`src/rtl/edid_pkg.sv`:
```
// Shared types and constants for the E-DDC/EDID responder and its RAM.
`default_nettype none

package edid_pkg;

  localparam int         BLOCK_BYTES   = 128;
  localparam logic [6:0] DDC_ADDR_EDID = 7'h50;
  localparam logic [6:0] DDC_ADDR_SEG  = 7'h30;

  typedef enum logic [1:0] {
    TGT_EDID  = 2'd0,
    TGT_SEG   = 2'd1,
    TGT_OTHER = 2'd2
  } tgt_e;

  typedef enum logic [1:0] {
    RD_IDLE    = 2'd0,
    RD_FETCH   = 2'd1,
    RD_PRESENT = 2'd2
  } rd_state_e;

endpackage

`default_nettype wire

```
`src/rtl/edid_ram.sv`:
```
// EDID storage: DEPTH x 8 synchronous RAM, one write port and one read port.
`default_nettype none

module edid_ram #(
  parameter int DEPTH = 256,
  parameter int AW    = 8
) (
  input  logic          clk,
  input  logic          we_i,
  input  logic [AW-1:0] waddr_i,
  input  logic [7:0]    wdata_i,
  input  logic [AW-1:0] raddr_i,
  output logic [7:0]    rdata_o
);

  logic [7:0] mem_q [DEPTH];

  // Read-before-write on a same-address collision; the caller invalidates such reads.
  always_ff @(posedge clk) begin
    if (we_i) mem_q[waddr_i] <= wdata_i;
    rdata_o <= mem_q[raddr_i];
  end

endmodule

`default_nettype wire

```
`src/rtl/ddc_edid_responder.sv`:
```
// E-DDC/EDID responder: serves EDID bytes to an i2c_slave byte stream, with
// segment pointer, optional master writes and a host load port.
`default_nettype none

module ddc_edid_responder
  import edid_pkg::*;
#(
  parameter int         NUM_BLOCKS   = 2,
  parameter logic [6:0] ADDR_EDID    = DDC_ADDR_EDID,
  parameter logic [6:0] ADDR_SEG     = DDC_ADDR_SEG,
  parameter bit         WRITE_ENABLE = 1'b0,
  localparam int        DEPTH        = NUM_BLOCKS * BLOCK_BYTES,
  localparam int        AW           = $clog2(DEPTH)
) (
  input  logic          clk,
  input  logic          rst_n,
  output logic [7:0]    sl_data_in,
  output logic          sl_data_in_valid,
  input  logic          sl_data_in_ready,
  output logic          sl_data_in_last,
  input  logic [7:0]    sl_data_out,
  input  logic          sl_data_out_valid,
  output logic          sl_data_out_ready,
  input  logic          sl_data_out_last,
  input  logic [6:0]    sl_bus_address,
  input  logic          sl_bus_addressed,
  input  logic          sl_bus_active,
  output logic          sl_enable,
  output logic [6:0]    sl_device_address,
  output logic [6:0]    sl_device_address_mask,
  output logic          sl_release_bus,
  input  logic          edid_valid,
  input  logic          load_we,
  input  logic [AW-1:0] load_addr,
  input  logic [7:0]    load_data,
  output logic          wr_collision
);

  localparam logic [16:0] DEPTH_W = 17'(DEPTH);

  rd_state_e   state_q, state_d;
  logic [7:0]  offset_q, offset_d;
  logic [7:0]  segment_q, segment_d;
  logic        first_byte_q, first_byte_d;
  logic [7:0]  data_q, data_d;
  logic        valid_q, valid_d;
  logic        collision_q;
  logic        active_q, addressed_q;
  logic        rd_in_range_q;

  tgt_e        tgt;
  logic        wr_hs, rd_hs, active_fall, addressed_rise, inval;
  logic [15:0] cur_addr, rd_addr;
  logic        cur_in_range, load_in_range;
  logic        master_we, ram_we;
  logic [AW-1:0] ram_waddr;
  logic [7:0]  ram_wdata, ram_rdata;

  assign sl_data_in             = data_q;
  assign sl_data_in_valid       = valid_q;
  assign sl_data_in_last        = 1'b0;
  assign sl_data_out_ready      = 1'b1;
  assign sl_enable              = edid_valid;
  assign sl_device_address      = ADDR_EDID;
  assign sl_device_address_mask = ~(ADDR_EDID ^ ADDR_SEG);
  assign sl_release_bus         = 1'b0;
  assign wr_collision           = collision_q;

  always_comb begin
    tgt = TGT_OTHER;
    if (sl_bus_address == ADDR_EDID)     tgt = TGT_EDID;
    else if (sl_bus_address == ADDR_SEG) tgt = TGT_SEG;
  end

  assign wr_hs          = sl_data_out_valid;
  assign rd_hs          = valid_q & sl_data_in_ready;
  assign active_fall    = active_q & ~sl_bus_active;
  assign addressed_rise = ~addressed_q & sl_bus_addressed;
  assign cur_addr       = {segment_q, offset_q};
  assign cur_in_range   = {1'b0, cur_addr} < DEPTH_W;
  assign load_in_range  = 17'(load_addr) < DEPTH_W;

  // Host load wins the single write port; the master byte is then dropped.
  assign master_we = wr_hs & (tgt == TGT_EDID) & ~first_byte_q & WRITE_ENABLE & cur_in_range;
  assign ram_we    = (load_we & load_in_range) | (master_we & ~load_we);
  assign ram_waddr = load_we ? load_addr : cur_addr[AW-1:0];
  assign ram_wdata = load_we ? load_data : sl_data_out;

  always_comb begin
    offset_d     = offset_q;
    segment_d    = segment_q;
    first_byte_d = first_byte_q;
    inval        = 1'b0;
    if (rd_hs && tgt == TGT_EDID) offset_d = offset_q + 8'd1;
    if (wr_hs) begin
      first_byte_d = sl_data_out_last;
      case (tgt)
        TGT_EDID: begin
          offset_d = first_byte_q ? sl_data_out : offset_q + 8'd1;
          inval    = 1'b1;
        end
        TGT_SEG: begin
          segment_d = sl_data_out;
          inval     = 1'b1;
        end
        default: ;
      endcase
    end
    if (active_fall) segment_d = 8'd0;
    if (!sl_bus_active || addressed_rise) first_byte_d = 1'b1;
    if (active_fall || addressed_rise || !edid_valid) inval = 1'b1;
    if (ram_we && (ram_waddr == cur_addr[AW-1:0] || ram_waddr == rd_addr[AW-1:0])) inval = 1'b1;
  end

  // The RAM is addressed with the next-cycle pointer so FETCH sees the right byte.
  assign rd_addr = {segment_d, offset_d};

  always_comb begin
    state_d = state_q;
    valid_d = valid_q;
    data_d  = data_q;
    case (state_q)
      RD_IDLE: if (edid_valid) state_d = RD_FETCH;
      RD_FETCH: begin
        data_d  = (tgt == TGT_EDID && rd_in_range_q) ? ram_rdata : 8'hFF;
        valid_d = 1'b1;
        state_d = RD_PRESENT;
      end
      RD_PRESENT: if (rd_hs) begin
        valid_d = 1'b0;
        state_d = RD_FETCH;
      end
      default: state_d = RD_IDLE;
    endcase
    if (inval) begin
      state_d = RD_IDLE;
      valid_d = 1'b0;
    end
  end

  always_ff @(posedge clk or negedge rst_n) begin
    if (!rst_n) begin
      state_q       <= RD_IDLE;
      offset_q      <= 8'd0;
      segment_q     <= 8'd0;
      first_byte_q  <= 1'b1;
      data_q        <= 8'd0;
      valid_q       <= 1'b0;
      collision_q   <= 1'b0;
      active_q      <= 1'b0;
      addressed_q   <= 1'b0;
      rd_in_range_q <= 1'b0;
    end else begin
      state_q       <= state_d;
      offset_q      <= offset_d;
      segment_q     <= segment_d;
      first_byte_q  <= first_byte_d;
      data_q        <= data_d;
      valid_q       <= valid_d;
      collision_q   <= master_we & load_we;
      active_q      <= sl_bus_active;
      addressed_q   <= sl_bus_addressed;
      rd_in_range_q <= {1'b0, rd_addr} < DEPTH_W;
    end
  end

  edid_ram #(
    .DEPTH (DEPTH),
    .AW    (AW)
  ) u_ram (
    .clk     (clk),
    .we_i    (ram_we),
    .waddr_i (ram_waddr),
    .wdata_i (ram_wdata),
    .raddr_i (rd_addr[AW-1:0]),
    .rdata_o (ram_rdata)
  );

endmodule

`default_nettype wire

```
`config.mk`:
```
export PLATFORM = sky130hd
export DESIGN_NAME = ddc_edid_responder
export DESIGN_NICKNAME = d
export VERILOG_FILES = /design/src/rtl/edid_pkg.sv /design/src/rtl/edid_ram.sv /design/src/rtl/ddc_edid_responder.sv
export SDC_FILE = /design/constraint.sdc
export NUM_CORES = 2
export LEC_CHECK = 0
export BUFFER_PORTS_ARGS = -buffer_cell sky130_fd_sc_hd__buf_2
export CORE_UTILIZATION = 50
export CTS_CLUSTER_SIZE = 25
export DETAILED_ROUTE_END_ITERATION = 10
export PLACE_DENSITY_LB_ADDON = 0.1
export SYNTH_ARGS = -nofsm -noshare
export SYNTH_HDL_FRONTEND = slang
export SYNTH_SLANG_ARGS = --single-unit
export TNS_END_PERCENT = 20
```
`constraint.sdc`:
```
create_clock -name clk -period 3.1 [get_ports clk]
set_input_delay 0.31 -clock clk [delete_from_list [all_inputs] [get_ports clk]]
set_output_delay 0.31 -clock clk [all_outputs]
set_load 0.05 [all_outputs]
```
==> out/qor.csv <==
metric;value;unit
grt_overflow;0;
synth_cells;6570;
cts_max_level;4;
hold_viol;0;
crit_path_max_fanout;11;
swShare;23.9;%
dp_hpwl;156;mm
antenna_found_initial;6;
clockPowerShare;40.1;%
seq_area_frac_synth;74.1;%
required;3.88;ns
finalSetupViolations;11;
drive_above_1_share;19.2;%
critical_path.most_common_cell;buf_4;
hold_slack;0.0659;ns
path_class;flop to flop;
powerDensity;619;nW/µm²
regArea;62400;µm²
grt_usage;29.4;%
final_common_cell;edfxtp_1;
placed_area;92700;µm²
period_minus_slack;4.09;ns
cts.sink_count;2087;
p_seq_share;49.9;%
multi_input_area;21000;µm²
detail-route-antenna-nets;0;
drv_slew;0;
netlist_area;84200;µm²
cts_buffers;213;
ys_types;71;
grt_max_degree;113;
cts_max_path_buffers;3;
cts_tree;yes;
fin_skew;0.0270;ns
ys_ff_latch;2087;
area_growth;20.8;%
grt_pass1_vias;54200;
routedWlPerCell;26.1;µm
die_area;170000;µm²
drc;0;
leakage;36.1;nW
synthXorXnorAreaFrac;0.198;%
initial_core_util;50.4;%
die_w;412;µm
status;finished with violations;
path_clk_slew;0.06;ns
fp.dieH;412;µm
drt-total-wl;252;mm
clk_latency;0.85;ns
fillCellCount;12900;
vias_per_cell;5.86;
end_kind;flop;
crit_path_start_kind;flop;
rsz0062_at_grt;yes;
place_congestion;0.900;
rows;150;
slowest_delay;0.51;ns
hp-class;input pin to asynchronous set/reset pin;
final_cell_area;102000;µm²
dr_total_vias;56700;
final.setup.tns;-8.62;ns
layout_setup_ws;-0.993;ns
synth_edf_count;2048;
path_cells;ha_4 > buf_4 > buf_4 > and3_1 > nand4_1 > xnor2_1 > o211ai_1 > buf_4 > nand3_2 > buf_12 > buf_12 > buf_4 > a21oi_1 > nor4_4 > buf_4 > a31oi_4 > nor4_4 > buf_4 > o31a_1;
tightest_slew;1.01;ns
synthSimpleGateAreaFrac;16.6;%
avgSynthCellArea;12.8;µm²
synth_top_family_by_area;simple AND/OR/NAND/NOR gates;
clock.fmax;244;MHz
synth_mux_area_share;2.00;%
yosys_warnings;0;
synth_compound_area_share;4.52;%
fin_crit_sh;132;%
root_buffer;clkbuf_16;
cp.arrival;4.88;ns
synthFlopType;edfxtp_1;
portBuffers;49;
ioPinCount;68;
async_flop_share;1.49;%
core_area;167000;µm²
vdd_drop_max;0.606;mV
first_pass_iters;6;
grt_pass1_wl;367;mm
cap_violations;0;
crit_slowest_cell;nor4_4;
p_int;0.0479;W
synthAdderAreaFrac;0.0149;%
mostFrequentLayoutCells;edfxtp_1, nand2_1, buf_4;
violations;setup timing;
fin_nets;7335;
power_frac_comb;10.0;%
drtIter0Drc;6582;
slew_headroom;31.0;%
p_sw;0.0151;W
Yosys cell counts, types with 9 or more instances:
library cell | count | area (µm²)
buf_2 | 199 | 996
inv_1 | 12 | 45.0
o22a_1 | 32 | 280
mux4_2 | 33 | 743
a32o_1 | 9 | 90.1
nor3_1 | 22 | 110
o221ai_1 | 9 | 78.8
clkbuf_1 | 170 | 638
edfxtp_1 | 2048 | 61500
a32oi_1 | 10 | 87.6
a22oi_1 | 40 | 300
a211oi_1 | 12 | 90.1
mux2_2 | 9 | 101
or4_1 | 15 | 113
nand4_1 | 17 | 106
dfrtp_1 | 30 | 751
a31oi_1 | 118 | 738
buf_1 | 37 | 139
nand2_1 | 1970 | 7390
nor4_1 | 49 | 307
and3_1 | 123 | 769
o31a_1 | 15 | 131
nand3_1 | 738 | 3690
xnor2_1 | 17 | 149
o21ai_0 | 34 | 170
nor2_1 | 306 | 1150
or3_1 | 10 | 62.6
buf_4 | 37 | 278
a21oi_1 | 228 | 1140
a311oi_1 | 37 | 324
mux2i_1 | 84 | 841
metal layers:
layer  GRT usage [%]  part of all wire (%)  vias up
met3            5.26                   8.6      427
met2            45.2                    46     2574
li1                -                     -    25400
met1            42.7                    42    28300
met5               0                0.0067        -
met4            9.76                   3.3        2
kinds of logic (layout without fill, tap and decap cells):
family | Yosys count | in the layout
AO/OA/AOI/OAI | 591 | 591
XOR/XNOR | 19 | 19
multiplexers | 126 | 126
flip-flops | 2087 | 2087
AND/OR/NAND/NOR | 3283 | 3283
buffers and inverters | 461 | 1345
other | 2 | 22
adder cells (fa/ha/maj) | 1 | 1
path summary, 6_finish.rpt:
path / start / to / slack [ns] / cells past startpoint
max: offset_q[1] / u_ram.rdata_o[3] / -0.99 / 19
min in group clk: sl_data_in_ready / state_q[0] / 0.07 / 5
min: rst_n / addressed_q / 0.07 / 2
max in group asynchronous: rst_n / offset_q[1] / 2.56 / 2
max reg2reg: offset_q[1] / u_ram.rdata_o[3] / -0.99 / 19
min reg2reg: state_q[1] / sl_data_in_valid / 0.47 / 1
layout make-up:
| cell class | count | area share, % |
|---|---|---|
| Sequential cell | 2087 | 61.4 |
| Multi-Input combinational cell | 4038 | 20.6 |
| Timing Repair Buffer | 936 | 8.47 |
| Clock buffer | 281 | 5.72 |
| Tap cell | 2204 | 2.71 |
| Clock inverter | 110 | 0.997 |
| Inverter | 16 | 0.0996 |
| Timing Repair inverter | 2 | 0.0283 |
| Antenna cell | 4 | 0.00984 |
stage by stage:
| stage | util, % | total power, W | instances | worst slack, ns |
|---|---|---|---|---|
| 3_3_place_gp | 55.4 | 0.0379 | 9207 | -2.34 |
| 2_1_floorplan | - | 0.0348 | 6586 | -0.196 |
| 5_1_grt | 60.9 | 0.0646 | 9674 | -1.11 |
| 6_report | 60.9 | 0.0630 | 9678 | -0.993 |
| 4_1_cts | 60.5 | 0.0632 | 9650 | -0.886 |
| 3_5_place_dp | 55.4 | 0.0379 | 9207 | -2.28 |
critical path, delay by kind of cell (launching register included):
| family | cells | cell delay [ns] |
|---|---|---|
| buf+inv | 8 | 1.41 |
| simple gates | 5 | 1.29 |
| compound gates | 4 | 0.55 |
| flops | 1 | 0.42 |
| fa+ha+maj | 1 | 0.20 |
| xor+xnor | 1 | 0.13 |
state kept, by name (all words and copies together), names as in the netlist:
register	count
addressed_q	1
u_ram.rdata_o	8
segment_q	8
active_q	1
offset_q	8
sl_data_in_valid	1
first_byte_q	1
u_ram.mem_q	2048
state_q	2
rd_in_range_q	1
sl_data_in	8
power groups by stage:
stage          combinational [W]  sequential (W)  clock [W]
6_report                 0.00631          0.0314     0.0252
4_1_cts                  0.00619          0.0314     0.0255
5_1_grt                  0.00662          0.0314     0.0266
3_3_place_gp             0.00587          0.0320          0
3_5_place_dp             0.00589          0.0320          0
2_1_floorplan            0.00283          0.0320          0
repair_timing:
item | CTS | global route
pin swaps | 41 | 35
buffers inserted | 27 | 17
cloned | 11 | 7
hold buffers | 15 | 0
gates resized for setup | 155 | 70
endpoints found under the setup margin | 11 | 18
endpoints found under the hold margin | 47 | 0
(Power assumes the default switching activity.)
